==> src/rtl/unified_mem_arbiter.sv <==
// unified_mem_arbiter
//
// Shares one single-port, fixed-latency memory between the instruction-fetch
// stage and the MEM-stage data access of the 4-stage MIPS pipeline. One
// requester is granted at a time. Its command is held on the memory port for
// WAIT_CYCLES cycles, and the read data comes back with a one-cycle
// acknowledge. The block also raises the stall signals that freeze the
// PC/IF-ID path or the whole pipeline while an access is outstanding.
//
// Optional feature macro: ARB_DATA_PRIORITY_EN
//   defined   : on a tie, data always wins (fixed priority).
//   undefined : on a tie, the requester that was not granted last wins
//               (round-robin). After reset the first tie goes to data.
//
// Parameters
//   ADDR_W       address width
//   DATA_W       data width
//   WAIT_CYCLES  memory latency in cycles, 1..15
//
// Ports
//   clk, rst_n                     clock, synchronous active-low reset
//   if_req/if_addr                 fetch request and address (held until if_ack)
//   if_rdata/if_ack                fetched word and one-cycle completion pulse
//   d_req/d_we/d_addr/d_wdata      data request (held until d_ack)
//   d_rdata/d_ack                  load data and one-cycle completion pulse
//   mem_en/mem_we/mem_addr/mem_wdata  registered memory command
//   mem_rdata                      memory read data, valid in last held cycle
//   stall_if                       freeze PC and IF/ID  (if_req & ~if_ack)
//   stall_all                      freeze whole pipeline (d_req & ~d_ack)
module unified_mem_arbiter #(
  parameter int ADDR_W      = 32,
  parameter int DATA_W      = 32,
  parameter int WAIT_CYCLES = 2
) (
  input  logic              clk,
  input  logic              rst_n,
  input  logic              if_req,
  input  logic [ADDR_W-1:0] if_addr,
  output logic [DATA_W-1:0] if_rdata,
  output logic              if_ack,
  input  logic              d_req,
  input  logic              d_we,
  input  logic [ADDR_W-1:0] d_addr,
  input  logic [DATA_W-1:0] d_wdata,
  output logic [DATA_W-1:0] d_rdata,
  output logic              d_ack,
  output logic              mem_en,
  output logic              mem_we,
  output logic [ADDR_W-1:0] mem_addr,
  output logic [DATA_W-1:0] mem_wdata,
  input  logic [DATA_W-1:0] mem_rdata,
  output logic              stall_if,
  output logic              stall_all
);

  typedef enum logic [1:0] {
    IDLE    = 2'd0,
    IF_BUSY = 2'd1,
    D_BUSY  = 2'd2,
    RESP    = 2'd3
  } state_t;

  // Counter is loaded so that it reaches zero in the last held command cycle.
  localparam logic [3:0] CNT_INIT = 4'(WAIT_CYCLES - 1);

  localparam logic GRANT_IF = 1'b0;
  localparam logic GRANT_D  = 1'b1;

  state_t     state;
  state_t     state_nxt;
  logic [3:0] cnt;
  logic       last_grant;
  logic       grant_if;
  logic       grant_d;
  logic       tie_to_d;

  // Stalls are the only combinational outputs; they drop in the ack cycle.
  assign stall_if  = if_req & ~if_ack;
  assign stall_all = d_req & ~d_ack;

  always_ff @(posedge clk) begin
    if (!rst_n) begin
      state <= IDLE;
    end else begin
      state <= state_nxt;
    end
  end

  always_comb begin
    state_nxt = state;
    grant_if  = 1'b0;
    grant_d   = 1'b0;
`ifdef ARB_DATA_PRIORITY_EN
    tie_to_d  = 1'b1;
`else
    tie_to_d  = (last_grant == GRANT_IF);
`endif
    case (state)
      IDLE: begin
        if (d_req && (!if_req || tie_to_d)) begin
          grant_d   = 1'b1;
          state_nxt = D_BUSY;
        end else if (if_req) begin
          grant_if  = 1'b1;
          state_nxt = IF_BUSY;
        end
      end
      IF_BUSY, D_BUSY: begin
        if (cnt == 4'd0) begin
          state_nxt = RESP;
        end
      end
      RESP: begin
        // Requests are deliberately ignored here so a requester has one
        // cycle to drop its request after seeing the ack.
        state_nxt = IDLE;
      end
      default: begin
        state_nxt = IDLE;
      end
    endcase
  end

  always_ff @(posedge clk) begin
    if (!rst_n) begin
      mem_en     <= 1'b0;
      mem_we     <= 1'b0;
      mem_addr   <= '0;
      mem_wdata  <= '0;
      if_ack     <= 1'b0;
      d_ack      <= 1'b0;
      if_rdata   <= '0;
      d_rdata    <= '0;
      cnt        <= 4'd0;
      last_grant <= GRANT_IF;
    end else begin
      if_ack <= 1'b0;
      d_ack  <= 1'b0;
      case (state)
        IDLE: begin
          if (grant_d) begin
            mem_en     <= 1'b1;
            mem_we     <= d_we;
            mem_addr   <= d_addr;
            mem_wdata  <= d_wdata;
            cnt        <= CNT_INIT;
            last_grant <= GRANT_D;
          end else if (grant_if) begin
            mem_en     <= 1'b1;
            mem_we     <= 1'b0;
            mem_addr   <= if_addr;
            cnt        <= CNT_INIT;
            last_grant <= GRANT_IF;
          end
        end
        IF_BUSY: begin
          if (cnt == 4'd0) begin
            mem_en   <= 1'b0;
            if_rdata <= mem_rdata;
            if_ack   <= 1'b1;
          end else begin
            cnt <= cnt - 4'd1;
          end
        end
        D_BUSY: begin
          if (cnt == 4'd0) begin
            mem_en <= 1'b0;
            mem_we <= 1'b0;
            // A store leaves the previous load data visible.
            if (!mem_we) begin
              d_rdata <= mem_rdata;
            end
            d_ack <= 1'b1;
          end else begin
            cnt <= cnt - 4'd1;
          end
        end
        default: begin
        end
      endcase
    end
  end

endmodule

==> config.mk <==
export PLATFORM = sky130hd
export DESIGN_NAME = unified_mem_arbiter
export DESIGN_NICKNAME = d
export VERILOG_FILES = /design/src/rtl/unified_mem_arbiter.sv
export SDC_FILE = /design/constraint.sdc
export NUM_CORES = 1
export LEC_CHECK = 0
export BUFFER_PORTS_ARGS = -buffer_cell sky130_fd_sc_hd__buf_4
export CAP_MARGIN = 20
export CORE_AREA = 2 2 116 118
export DETAILED_ROUTE_END_ITERATION = 16
export DIE_AREA = 0 0 118 120
export HOLD_SLACK_MARGIN = 0.02
export PLACE_DENSITY = 0.75
export SYNTH_ARGS = -nofsm -noshare
export SYNTH_HDL_FRONTEND = slang
export SYNTH_SLANG_ARGS = --single-unit
==> constraint.sdc <==
create_clock -name clk -period 1.63 [get_ports clk]
set_input_delay 0.326 -clock clk [delete_from_list [all_inputs] [get_ports clk]]
set_output_delay 0.326 -clock clk [all_outputs]
set_load 0.05 [all_outputs]
==> metrics.yaml <==
worstPathArrival_ns: 2.05
start_util_pct: 39.7
p_leak_nw: 3.63
highest_layer: "met4"
die_w_um: 118
placed_area_um2: 7450
firstDrtPassIters: 5
diodes: 0
required_ns: 1.97
clk_pin_slew_ns: 0.06
pin_count: 267
final_util_pct: 64.3
yosysWarningCount: 0
cts.path.max_buffers: 2
clock_sinks: 139
antenna_found_initial: 0
std_cell_rows: 42
worst_clock_skew_ns: 0.00839
hp-class: "in2reg"
final_area_um2: 8340
nNetsFinal: 1044
cts-root-buf: "clkbuf_16"
synth_top_family_by_area: "compound AO/OA/AOI/OAI gates"
synthTopCellsByArea: "dfxtp_1 54%, nand2_1 15%, a21oi_1 13%"
period_needed_ns: 1.71
async_flop_share_pct: 0
finalHoldViolCount: 0
relSlewSlack_pct: 69.1
synthFlopType: "dfxtp_1"
wl_met3_um: 1290
synth_compound_area_share_pct: 21.9
syn_area_um2: 5150
startpoint_type: "register"
die_area_um2: 14200
sequentialPowerShare_pct: 29.0
post_route_cells_drive_above_1_share_pct: 40.5
cts_inserted_buffers: 17
synth_nets: 779
p_sw_w: 0.00669
synth.top_cell.area_share_pct: 54.0
gp_congestion: 0.814
port_buffers: 266
report.final.setup_viol: 32
areaGrowthSynthToFinish_pct: 61.9
grt_max_degree: 64
synth-xor-area-share_pct: 0
wire_per_inst_um: 14.9
overflow: 0
wl_um: 16200
worst_pin_slew_ns: 0.463
cp_max_fo: 8
drv_slew: 0
status: "finished, violations left"
dr_wl_met2_um: 8090
violations: "setup timing"
p_comb_share_pct: 46.3
fmax_mhz: 586
drcViolationCount: 0
coreArea_um2: 13000
synth_seq_cells: 139
synthMuxAreaShare_pct: 0
clkPwrFrac_pct: 24.7
htreeDepth: 4
grt_use_total_pct: 22.3
endpoint_kind: "register"
power.density_nw_per_um2: 1900
yosysSeqAreaShare_pct: 54.0
worstSetupPathType: "reg2reg"
rsz0062_at_grt: "yes"
ys_types: 35
synth.avg_cell_area_um2: 8.05
ctsHoldBuffers: 0
synth_top_area_cell: "dfxtp_1"
place_ws_ns: -0.0367
grt_pass1_vias: 5176
hpwl_um: 10800
grt_pass1_wl_um: 25200
reg2reg_slack_ns: -0.08
dr_total_vias: 5460
synth_edf_count: 0
cts_tree: "built"
clk-insertion-delay-late_ns: 0.42
swShare_pct: 42.2
layout_setup_ws_ns: -0.0778
die_height_um: 120
wl_met1_um: 6500
period_share_pct: 105
synthCells: 640
ir_drop_v: 0.00101
synthAdderAreaFrac_pct: 1.46
maxCapViolations: 0
drt-vias-per-instance: 5.00
synth-simple-area-share_pct: 18.0
internal_power_w: 0.00918
ant_nets: 0
drt-initial-drc-count: 376
## Yosys cell counts, types with 2 or more instances
cell type / number
dfxtp_1: 139
nor2b_1: 3
and2_1: 2
nand4_1: 2
o22ai_1: 32
nor2_1: 6
nand3_1: 3
o21ai_0: 36
a21oi_1: 134
nand2b_1: 2
nand3b_1: 2
ha_1: 6
buf_2: 7
clkbuf_1: 40
inv_1: 5
buf_6: 3
nand2_1: 200
## final timing paths
kind | to | cells after the start | start
setup / recovery | d_rdata[0]$_SDFFE_PN0P_ | 8 | cnt[1]$_SDFFE_PN0P_
hold reg to reg | if_rdata[1]$_SDFFE_PN0P_ | 2 | if_rdata[1]$_SDFFE_PN0P_
hold / removal | mem_wdata[7]$_SDFFE_PN0P_ | 3 | d_wdata[7]
setup reg to reg | d_rdata[0]$_SDFFE_PN0P_ | 8 | cnt[1]$_SDFFE_PN0P_
## through the flow
stage               power [W]  instances  hold slack [ns]  TNS, ns
floorplan             0.00917        640            0.462   -0.210
global placement       0.0114       1055            0.442        0
detailed placement     0.0115       1055            0.447   -0.195
CTS                    0.0157       1092            0.139   -0.702
global route           0.0166       1093            0.136    -3.70
finish                 0.0159       1093            0.154    -1.05
## power groups by stage
stage	registers [W]	clock network [W]	logic (W)
6_report	0.00460	0.00392	0.00734
5_1_grt	0.00470	0.00416	0.00778
4_1_cts	0.00460	0.00399	0.00712
3_5_place_dp	0.00465	0	0.00687
3_3_place_gp	0.00463	0	0.00681
2_1_floorplan	0.00715	0	0.00202
## per-layer routing
metal,vias up,global-route usage (%)
met5,-,0
met4,0,8.89
met3,31,7.51
met2,233,38.0
met1,2499,25.9
li1,2697,-
## worst max-delay path: stages (launching register included)
cell	delay (ns)
dfxtp_2	0.32
inv_2	0.06
ha_4	0.14
or3b_4	0.39
nor3b_4	0.22
buf_6	0.16
buf_16	0.13
nand2_1	0.07
a21oi_1	0.14
## sequential cells by signal, indices dropped and copies added, names as in the netlist
register / flops
mem_we: 1
last_grant: 1
mem_en: 1
state: 2
if_rdata: 32
mem_wdata: 32
mem_addr: 32
d_ack: 1
if_ack: 1
d_rdata: 32
cnt: 4
## cells by family after synthesis
logic type | count (synthesis)
adder cells (fa/ha/maj) | 6
AND/OR/NAND/NOR | 227
AO/OA/AOI/OAI | 212
flip-flops | 139
buffers and inverters | 56
## layout make-up
type                       instances  area (um2)
fill                            1105        4640
clock buffer                      22         464
clock inverter                     9         140
multi-input combinational        445        2320
inverter                           6        22.5
timing repair buffer             296        2390
tap                              176         220
sequential                       139        2790
## what timing repair did
action / CTS / global route
hold endpoints to repair: 0 / 0
gates cloned: 2 / 1
buffers inserted: 4 / 0
endpoints found under the setup margin: 34 / 53
pin swaps: 2 / 18
gates resized for setup: 10 / 41
## placed cells by master, fill, tap and decap left out, types with 3 or more instances in the layout
master,n
buf_4,283
o22ai_1,32
bufinv_16,3
nand2_4,7
clkinv_4,4
o21ai_0,36
buf_12,8
nor2b_1,3
clkbuf_16,18
a21oi_1,115
nand2_1,187
nand2_2,6
dfxtp_1,137
nor2_1,5
nand3_1,3
a21oi_2,18
clkbuf_1,3
inv_2,4
ha_1,4
No activity file was read; power rests on OpenSTA's default activity.
